--- src/rtl/rnbip_ctrl_seq.sv ---
// rnbip_ctrl_seq: multicycle fetch/decode sequencer driving the RNBIP-2 8x8 register file and ALU.
// Latency (zero-wait memory, FETCH to next FETCH): MOV 3, MVI 4, ALU 4, NOP/illegal 2; HLT is terminal.
// Backpressure: FETCH/OPERAND hold imem_rd=1 and imem_addr=pc until imem_valid; all other states ignore imem_valid.
//
// Ports: clk/clr_n (async active-low), imem_* fetch handshake, we/mux_sel/read_seg/write_seg register file
// controls, OR2 immediate register, alu_op, sticky halted/illegal flags.
// Optional feature macro RNBIP_STEP_EN: adds input step; each step pulse (remembered one deep) releases one fetch.
module rnbip_ctrl_seq #(
    parameter int                  PC_WIDTH = 8,
    parameter logic [PC_WIDTH-1:0] RESET_PC = '0
) (
    input  logic                clk,
    input  logic                clr_n,
`ifdef RNBIP_STEP_EN
    input  logic                step,
`endif
    input  logic [7:0]          imem_data,
    input  logic                imem_valid,
    output logic                imem_rd,
    output logic [PC_WIDTH-1:0] imem_addr,
    output logic                we,
    output logic [1:0]          mux_sel,
    output logic [2:0]          read_seg,
    output logic [2:0]          write_seg,
    output logic [7:0]          OR2,
    output logic [2:0]          alu_op,
    output logic                halted,
    output logic                illegal
);

    typedef enum logic [2:0] {
        ST_RST     = 3'd0,
        ST_FETCH   = 3'd1,
        ST_DECODE  = 3'd2,
        ST_OPERAND = 3'd3,
        ST_EXEC    = 3'd4,
        ST_WB      = 3'd5,
        ST_HALT    = 3'd6
    } state_t;

    state_t              state_q, state_d;
    logic [PC_WIDTH-1:0] pc_q, pc_d;
    logic [7:0]          ir_q, ir_d;
    logic [7:0]          or2_q, or2_d;
    logic                halted_q, halted_d;
    logic                illegal_q, illegal_d;
    logic                fetch_go;

    // Instruction class decode, purely from ir so the controls stay stable DECODE..WB.
    logic [4:0] cls;
    logic [2:0] reg_n;
    logic [4:0] alu_diff;
    logic       is_mov_rn, is_mov_r0, is_mvi, is_alu, is_hlt, is_nop, is_ill;

    assign cls       = ir_q[7:3];
    assign reg_n     = ir_q[2:0];
    assign alu_diff  = cls - 5'd4;
    assign is_mov_rn = (cls == 5'd1);
    assign is_mov_r0 = (cls == 5'd2);
    assign is_mvi    = (cls == 5'd3);
    assign is_alu    = (cls >= 5'd4) && (cls <= 5'd8);
    assign is_hlt    = (cls == 5'd31);
    assign is_nop    = (cls == 5'd0);
    assign is_ill    = !(is_mov_rn || is_mov_r0 || is_mvi || is_alu || is_hlt || is_nop);

`ifdef RNBIP_STEP_EN
    logic step_pend_q, step_pend_d;
    assign fetch_go = step_pend_q;
`else
    assign fetch_go = 1'b1;
`endif

    // State register
    always_ff @(posedge clk or negedge clr_n) begin
        if (!clr_n) begin
            state_q   <= ST_RST;
            pc_q      <= RESET_PC;
            ir_q      <= 8'h00;
            or2_q     <= 8'h00;
            halted_q  <= 1'b0;
            illegal_q <= 1'b0;
`ifdef RNBIP_STEP_EN
            step_pend_q <= 1'b0;
`endif
        end else begin
            state_q   <= state_d;
            pc_q      <= pc_d;
            ir_q      <= ir_d;
            or2_q     <= or2_d;
            halted_q  <= halted_d;
            illegal_q <= illegal_d;
`ifdef RNBIP_STEP_EN
            step_pend_q <= step_pend_d;
`endif
        end
    end

    // Next-state logic
    always_comb begin
        state_d   = state_q;
        pc_d      = pc_q;
        ir_d      = ir_q;
        or2_d     = or2_q;
        halted_d  = halted_q;
        illegal_d = illegal_q;
        case (state_q)
            ST_RST:   state_d = ST_FETCH;
            ST_FETCH: begin
                if (fetch_go && imem_valid) begin
                    ir_d    = imem_data;
                    pc_d    = pc_q + PC_WIDTH'(1);
                    state_d = ST_DECODE;
                end
            end
            ST_DECODE: begin
                if (is_mov_rn || is_mov_r0) begin
                    state_d = ST_WB;
                end else if (is_mvi) begin
                    state_d = ST_OPERAND;
                end else if (is_alu) begin
                    state_d = ST_EXEC;
                end else if (is_hlt) begin
                    halted_d = 1'b1;
                    state_d  = ST_HALT;
                end else begin
                    illegal_d = illegal_q | is_ill;
                    state_d   = ST_FETCH;
                end
            end
            ST_OPERAND: begin
                if (imem_valid) begin
                    or2_d   = imem_data;
                    pc_d    = pc_q + PC_WIDTH'(1);
                    state_d = ST_WB;
                end
            end
            ST_EXEC:  state_d = ST_WB;
            ST_WB:    state_d = ST_FETCH;
            ST_HALT:  state_d = ST_HALT;
            default:  state_d = ST_RST;
        endcase
    end

`ifdef RNBIP_STEP_EN
    // A pending step is consumed by the accepted fetch; a new pulse re-arms it (one deep).
    always_comb begin
        step_pend_d = step_pend_q;
        if (state_q == ST_FETCH && step_pend_q && imem_valid) begin
            step_pend_d = 1'b0;
        end
        if (step) begin
            step_pend_d = 1'b1;
        end
    end
`endif

    // Output logic
    always_comb begin
        imem_rd   = ((state_q == ST_FETCH) && fetch_go) || (state_q == ST_OPERAND);
        imem_addr = pc_q;
        we        = (state_q == ST_WB);
        mux_sel   = 2'b00;
        read_seg  = 3'd0;
        write_seg = 3'd0;
        alu_op    = 3'd0;
        if (is_mov_rn) begin
            mux_sel   = 2'b00;
            write_seg = reg_n;
        end else if (is_mov_r0) begin
            mux_sel   = 2'b01;
            write_seg = reg_n;
        end else if (is_mvi) begin
            mux_sel   = 2'b10;
            write_seg = reg_n;
        end else if (is_alu) begin
            // ALU result always lands in R0; RN is presented on port B.
            mux_sel   = 2'b11;
            read_seg  = reg_n;
            write_seg = 3'd0;
            alu_op    = alu_diff[2:0];
        end
        OR2     = or2_q;
        halted  = halted_q;
        illegal = illegal_q;
    end

endmodule

--- config.mk ---
export PLATFORM = sky130hd
export DESIGN_NAME = rnbip_ctrl_seq
export DESIGN_NICKNAME = d
export VERILOG_FILES = /design/src/rtl/rnbip_ctrl_seq.sv
export SDC_FILE = /design/constraint.sdc
export NUM_CORES = 1
export LEC_CHECK = 0
export ABC_AREA = 1
export CAP_MARGIN = 20
export CORE_MARGIN = 4
export CORE_UTILIZATION = 35
export CTS_BUF_LIST = sky130_fd_sc_hd__clkbuf_4 sky130_fd_sc_hd__clkbuf_8
export CTS_CLUSTER_DIAMETER = 120
export DETAILED_ROUTE_END_ITERATION = 10
export HOLD_SLACK_MARGIN = 0.05
export PLACE_DENSITY_LB_ADDON = 0.3
export SLEW_MARGIN = 10
export SYNTH_ARGS = -nofsm -noshare
export SYNTH_HDL_FRONTEND = slang
export SYNTH_SLANG_ARGS = --single-unit
--- constraint.sdc ---
create_clock -name clk -period 1.4 [get_ports clk]
set_input_delay 0.35 -clock clk [delete_from_list [all_inputs] [get_ports clk]]
set_output_delay 0.35 -clock clk [all_outputs]
set_load 0.01 [all_outputs]
* After elaboration in Yosys (flattened, before gate mapping)
Cells that the tools add are included.
** Cells by class
- Bitwise operators :: 5
- Eq/ne operators :: 12
- Reductions and logical operators :: 18
- Add/subtract/negate cells :: 2
- $lt $le $gt $ge :: 2
- Multiplexer cells :: 22
** Operators with widths (count)
- 2-to-1 mux 3 bit :: 17
- one-hot mux 3 bit (6 select lines) :: 1
- equality test 5 x 2 -> 1 bit, second input constant :: 2
- AND reduction 5 bit :: 2
- equality test 3 bit, second input constant :: 3
- adder 8 x 1 -> 8 bit, second input constant :: 1
- 2-to-1 mux 2 bit :: 4
- AND reduction 2 bit :: 4
- equality test 3 x 2 -> 1 bit, second input constant :: 2
- logical OR 1 bit :: 6
- equality test 5 x 1 -> 1 bit, second input constant :: 1
- equality test 5 bit, second input constant :: 1
- greater-or-equal comparator 5 x 3 -> 1 bit, second input constant :: 1
- less-or-equal comparator 5 x 4 -> 1 bit, second input constant :: 1
- logical NOT 5 bit :: 1
- != test 2 bit, second input constant :: 2
- NOT 1 bit :: 4
- OR reduction 2 bit :: 2
- equality test 3 x 1 -> 1 bit, second input constant :: 1
- logical NOT 3 bit :: 1
- subtractor 3 bit, second input constant :: 1
- logical AND 1 bit :: 1
- logical NOT 1 bit :: 1
- bitwise OR 1 bit :: 1
** Storage, ports and cells
- Word-level logic and storage cells :: 67
- Bits of input ports :: 11
- Flip-flop bits (word level) :: 29
- Output and inout port bits :: 31

* Depth between registers and ports, before layout
- Word-level depth :: 8
- Mapped depth :: 9
- Gate-level depth less buffers :: 9

* Worst setup path after synthesis
Ideal clock, no wire load.
- Path kind :: reg-to-output
- From :: register ir_q[6]
- To :: output port alu_op[1]
- Path slack :: 122 ps
- Required time :: 1050 ps
- Arrival :: 928 ps
- Stages on the path, launching flop included :: 8
- Cell sequence :: dfrtp_1 -> nand2_1 -> inv_1 -> nor2_1 -> nand2_2 -> inv_1 -> nand2_1 -> inv_1
** On the way
- Cells in the longest elaborated chain, start to end :: 6
- Elaborated cells between the ends (all ways) :: 10
** Ends and longest elaborated chain
- start, declared :: line 43 : logic [7:0] ir_q, ir_d;
- start signal, assigned :: line 88 : ir_q <= ir_d;
- greater-or-equal comparator 5 x 3 -> 1 bit / less-or-equal comparator 5 x 4 -> 1 bit (equally long branches) :: line 61 : assign is_alu = (cls >= 5'd4) && (cls <= 5'd8);
- logical AND 1 bit :: line 61
- 2-to-1 mux 3 bit :: line 175 : end else if (is_alu) begin
- 2-to-1 mux 3 bit :: line 172 : end else if (is_mvi) begin
- 2-to-1 mux 3 bit :: line 169 : end else if (is_mov_r0) begin
- 2-to-1 mux 3 bit * :: line 166 : if (is_mov_rn) begin
- end, declared :: line 26 : output logic [2:0] alu_op,
Mark *: on every way between the ends. The rest lies on a longest branch, timed or not.

* Worst setup path after layout
- From :: register ir_q[5]
- To :: output port write_seg[2]
** On the way
- Cells in the longest elaborated chain, start to end :: 4
- Elaborated cells between the ends (all ways) :: 6
** Ends and longest elaborated chain
- equality test 5 x 2 -> 1 bit :: line 60 : assign is_mvi = (cls == 5'd3);
- 2-to-1 mux 3 bit :: line 172
- 2-to-1 mux 3 bit :: line 169
- 2-to-1 mux 3 bit * :: line 166
- end, declared :: line 24 : output logic [2:0] write_seg,
Marks and branches as above.

==> flow_summary.yaml <==
setup_path:
  worst-path-max-fanout: 4
  r2r-end: "state_q[0]"
  rr_startpoint: "ir_q[6]"
  cp_slowest_stage_delay_ps: 410
  reg2reg_depth: 6
  cp_top_family: "flip-flops"
  crit_required_ps: 1050
  crit_chain: "inv_2 > nand2_2 > nor2_4 > nand2_2 > nor2_2 > buf_2"
  cp_common_cell: "nand2_2"
  crit_path_end_kind: "primary output"
  critPathKind: "reg -> out"
  worst-path-buf-inv: 2
  crit_slowest_cell: "dfrtp_1"
  critPathLaunchType: "flop"
  reg2reg_setup_slack_ps: 80
  arrival_ps: 1290
clock_tree:
  clock_sinks: 29
  clkSlewWorstSetupHoldPaths_ps: 60
  cts_root_buf: "clkbuf_8"
  cts_tree: "yes"
  cts_buffers: 5
  clock_latency_ps: 280
  cts_buffer_depth: 2
  htree_num_levels: 2
finish:
  fill_cells: 382
  area.growth.synth_to_final_pct: 58.4
  fin_nets: 283
  stdcell_count: 322
  diodes: 0
  drive_above_1_share_pct: 32.7
die:
  die_area_um2: 5320
  num_rows: 23
  die_y_um: 72.9
  initial_utilization_pct: 36.6
  io-pin-count: 42
  die_x_um: 72.9
  core-area_um2: 4030
logic_synthesis:
  yosysSeqAreaShare_pct: 49.2
  synth_warnings: 0
  synth_fp_nets: 198
  synth.most_common_cell: "nand2_1"
  yosys-top-cells-count: "nand2_1 (57), inv_1 (31), dfrtp_1 (29)"
  synth-seq-cells: 29
  syn_inst: 186
  avgSynthCellArea_um2: 7.93
  synth_ff_type: "dfrtp_1"
  synth_cell_types: 25
  synth_area_um2: 1480
  synth_area_leaders: "dfrtp_1 (49%), nand2_1 (15%), inv_1 (7.9%)"
  synth_area_leader_cell: "dfrtp_1"
  async_flop_share_pct: 100
  synth_top_area_share_pct: 49.2
  synth_edf_count: 0
drt:
  firstDrtPassIters: 5
  ant_nets: 0
  wl_per_cell_um: 11.3
  wl_mm: 3.64
  drt-initial-drc-count: 53
  avgViaCountPerCell: 4.39
  num_vias: 1414
  drc: 0
status:
  violations: "negative setup slack"
  status: "finished, violations left"
global_routing:
  antenna_found_initial: 0
  grt_pass1_vias: 1367
  grt_max_degree: 30
  overflow: 0
  grt_first_pass_wirelength_mm: 6.11
  groute.usage.overall_pct: 14.9
timing:
  fin_skew_ps: 7.12
  setup_viol: 12
  fmax_ghz: 0.608
  slew_violations: 0
  min_period_over_period_pct: 117
  hold_viol: 0
  fin_ws_ps: -244
  slew_headroom_pct: 85.2
  setup-tns-final_ps: -2330
  tightest_slew_ps: 221
  min_period_ps: 1640
  rsz0062_at_grt: "yes"
pwr:
  peakVddDrop_mv: 0.912
  power_density_nw_per_um2: 2230
  power.total_mw: 5.20
  p_leak_nw: 1.33
placement:
  port_buffers: 41
  post-place-ws_ps: -411
  gp_congestion: 0.788
  dpl.hpwl_mm: 2.65
  dp_cells: 305
run:
  maxCapViolCount: 0
hold_path:
  hp-class: "in -> async"
==> flip-flops by register name (all words and copies together) (netlist names) <==
| name | flops |
|---|---|
| illegal | 1 |
| OR2 | 8 |
| ir_q | 8 |
| halted | 1 |
| state_q | 3 |
| imem_addr | 8 |
==> layout by cell type, fill, tap and decap left out, types with 2 or more instances in the layout <==
| cell type | count |
|---|---|
| nand3_1 | 5 |
| dlygate4sd2_1 | 18 |
| nand2_2 | 7 |
| buf_2 | 12 |
| nand2_1 | 53 |
| nor2_1 | 9 |
| buf_6 | 4 |
| buf_4 | 32 |
| nor2_2 | 2 |
| xor2_1 | 5 |
| nor3_1 | 2 |
| inv_2 | 7 |
| inv_1 | 26 |
| nand4_1 | 4 |
| clkdlybuf4s50_1 | 10 |
| clkbuf_8 | 7 |
| nor2_4 | 2 |
| o21ai_1 | 18 |
| nand2_4 | 3 |
| buf_12 | 3 |
| nand3_2 | 2 |
| dfrtp_1 | 28 |
==> repair_timing <==
item,in CTS,in global routing
endpoints found under the hold margin,0,0
endpoints found under the setup margin,31,19
pin swaps,6,6
hold buffers,0,0
resized for setup,87,7
cloned,1,0
buffers inserted,6,2
==> routing by layer <==
layer  routed length, um  vias up  global-route usage (%)  part of all wire (%)
met4                  85        0                    4.92                   2.3
met2                1770       29                    25.6                    49
li1                    -      745                       -                     -
met3                 127        9                    3.72                   3.5
met1                1650      631                    18.4                    45
met5                   0        -                       0                     0
==> area by class of cell <==
type	instances	area [um^2]	area share [%]
flip-flops and latches	29	727	31.1
repair buffers	79	663	28.4
multi-input cells	122	653	27.9
inverters	34	130	5.57
clock buffers	7	96.3	4.12
well taps	50	62.6	2.68
clock inverters	1	5.00	0.214
==> cell families after synthesis <==
| kind of cell | share of synthesized area, % |
|---|---|
| xor+xnor | 4.67 |
| simple gates | 27.1 |
| buf+inv | 10.1 |
| fa+ha+maj | 0.848 |
| compound gates | 8.14 |
| flops | 49.2 |
==> worst max-delay path by stage <==
stage | startpoint | to | slack (ps) | depth (start not counted)
global route | ir_q[5] | write_seg[2] | -330 | 6
floorplan | ir_q[6] | alu_op[1] | 120 | 7
finish | ir_q[5] | write_seg[2] | -240 | 6
detailed placement | ir_q[5] | write_seg[2] | -410 | 6
global placement | ir_q[6] | alu_op[1] | -380 | 8
CTS | ir_q[5] | write_seg[2] | -250 | 6
==> worst reg2reg max path: stages (launching register included) <==
cell and delay (ps):
dfrtp_1 410, buf_4 150, buf_4 120, nor2_1 130, nand4_1 120, buf_4 160, a31oi_1 150
==> metrics by stage <==
| step | utilization [%] | area (um^2) | hold slack (ps) |
|---|---|---|---|
| after global routing | 58.0 | 2340 | 443 |
| final | 58.0 | 2340 | 428 |
| after CTS | 57.2 | 2300 | 427 |
| after global placement | 54.4 | 2190 | 454 |
| after floorplan | - | 1480 | 54.4 |
| after detailed placement | 54.4 | 2190 | 451 |
==> report_power, final <==
| part | internal (mW) | switching, mW | total [mW] |
|---|---|---|---|
| Clock | 0.444 | 0.318 | 0.762 |
| Combinational | 1.49 | 1.52 | 3.01 |
| Sequential | 1.20 | 0.230 | 1.43 |
| Total | 3.13 | 2.07 | 5.20 |
Power figures use the tool's default switching activity.
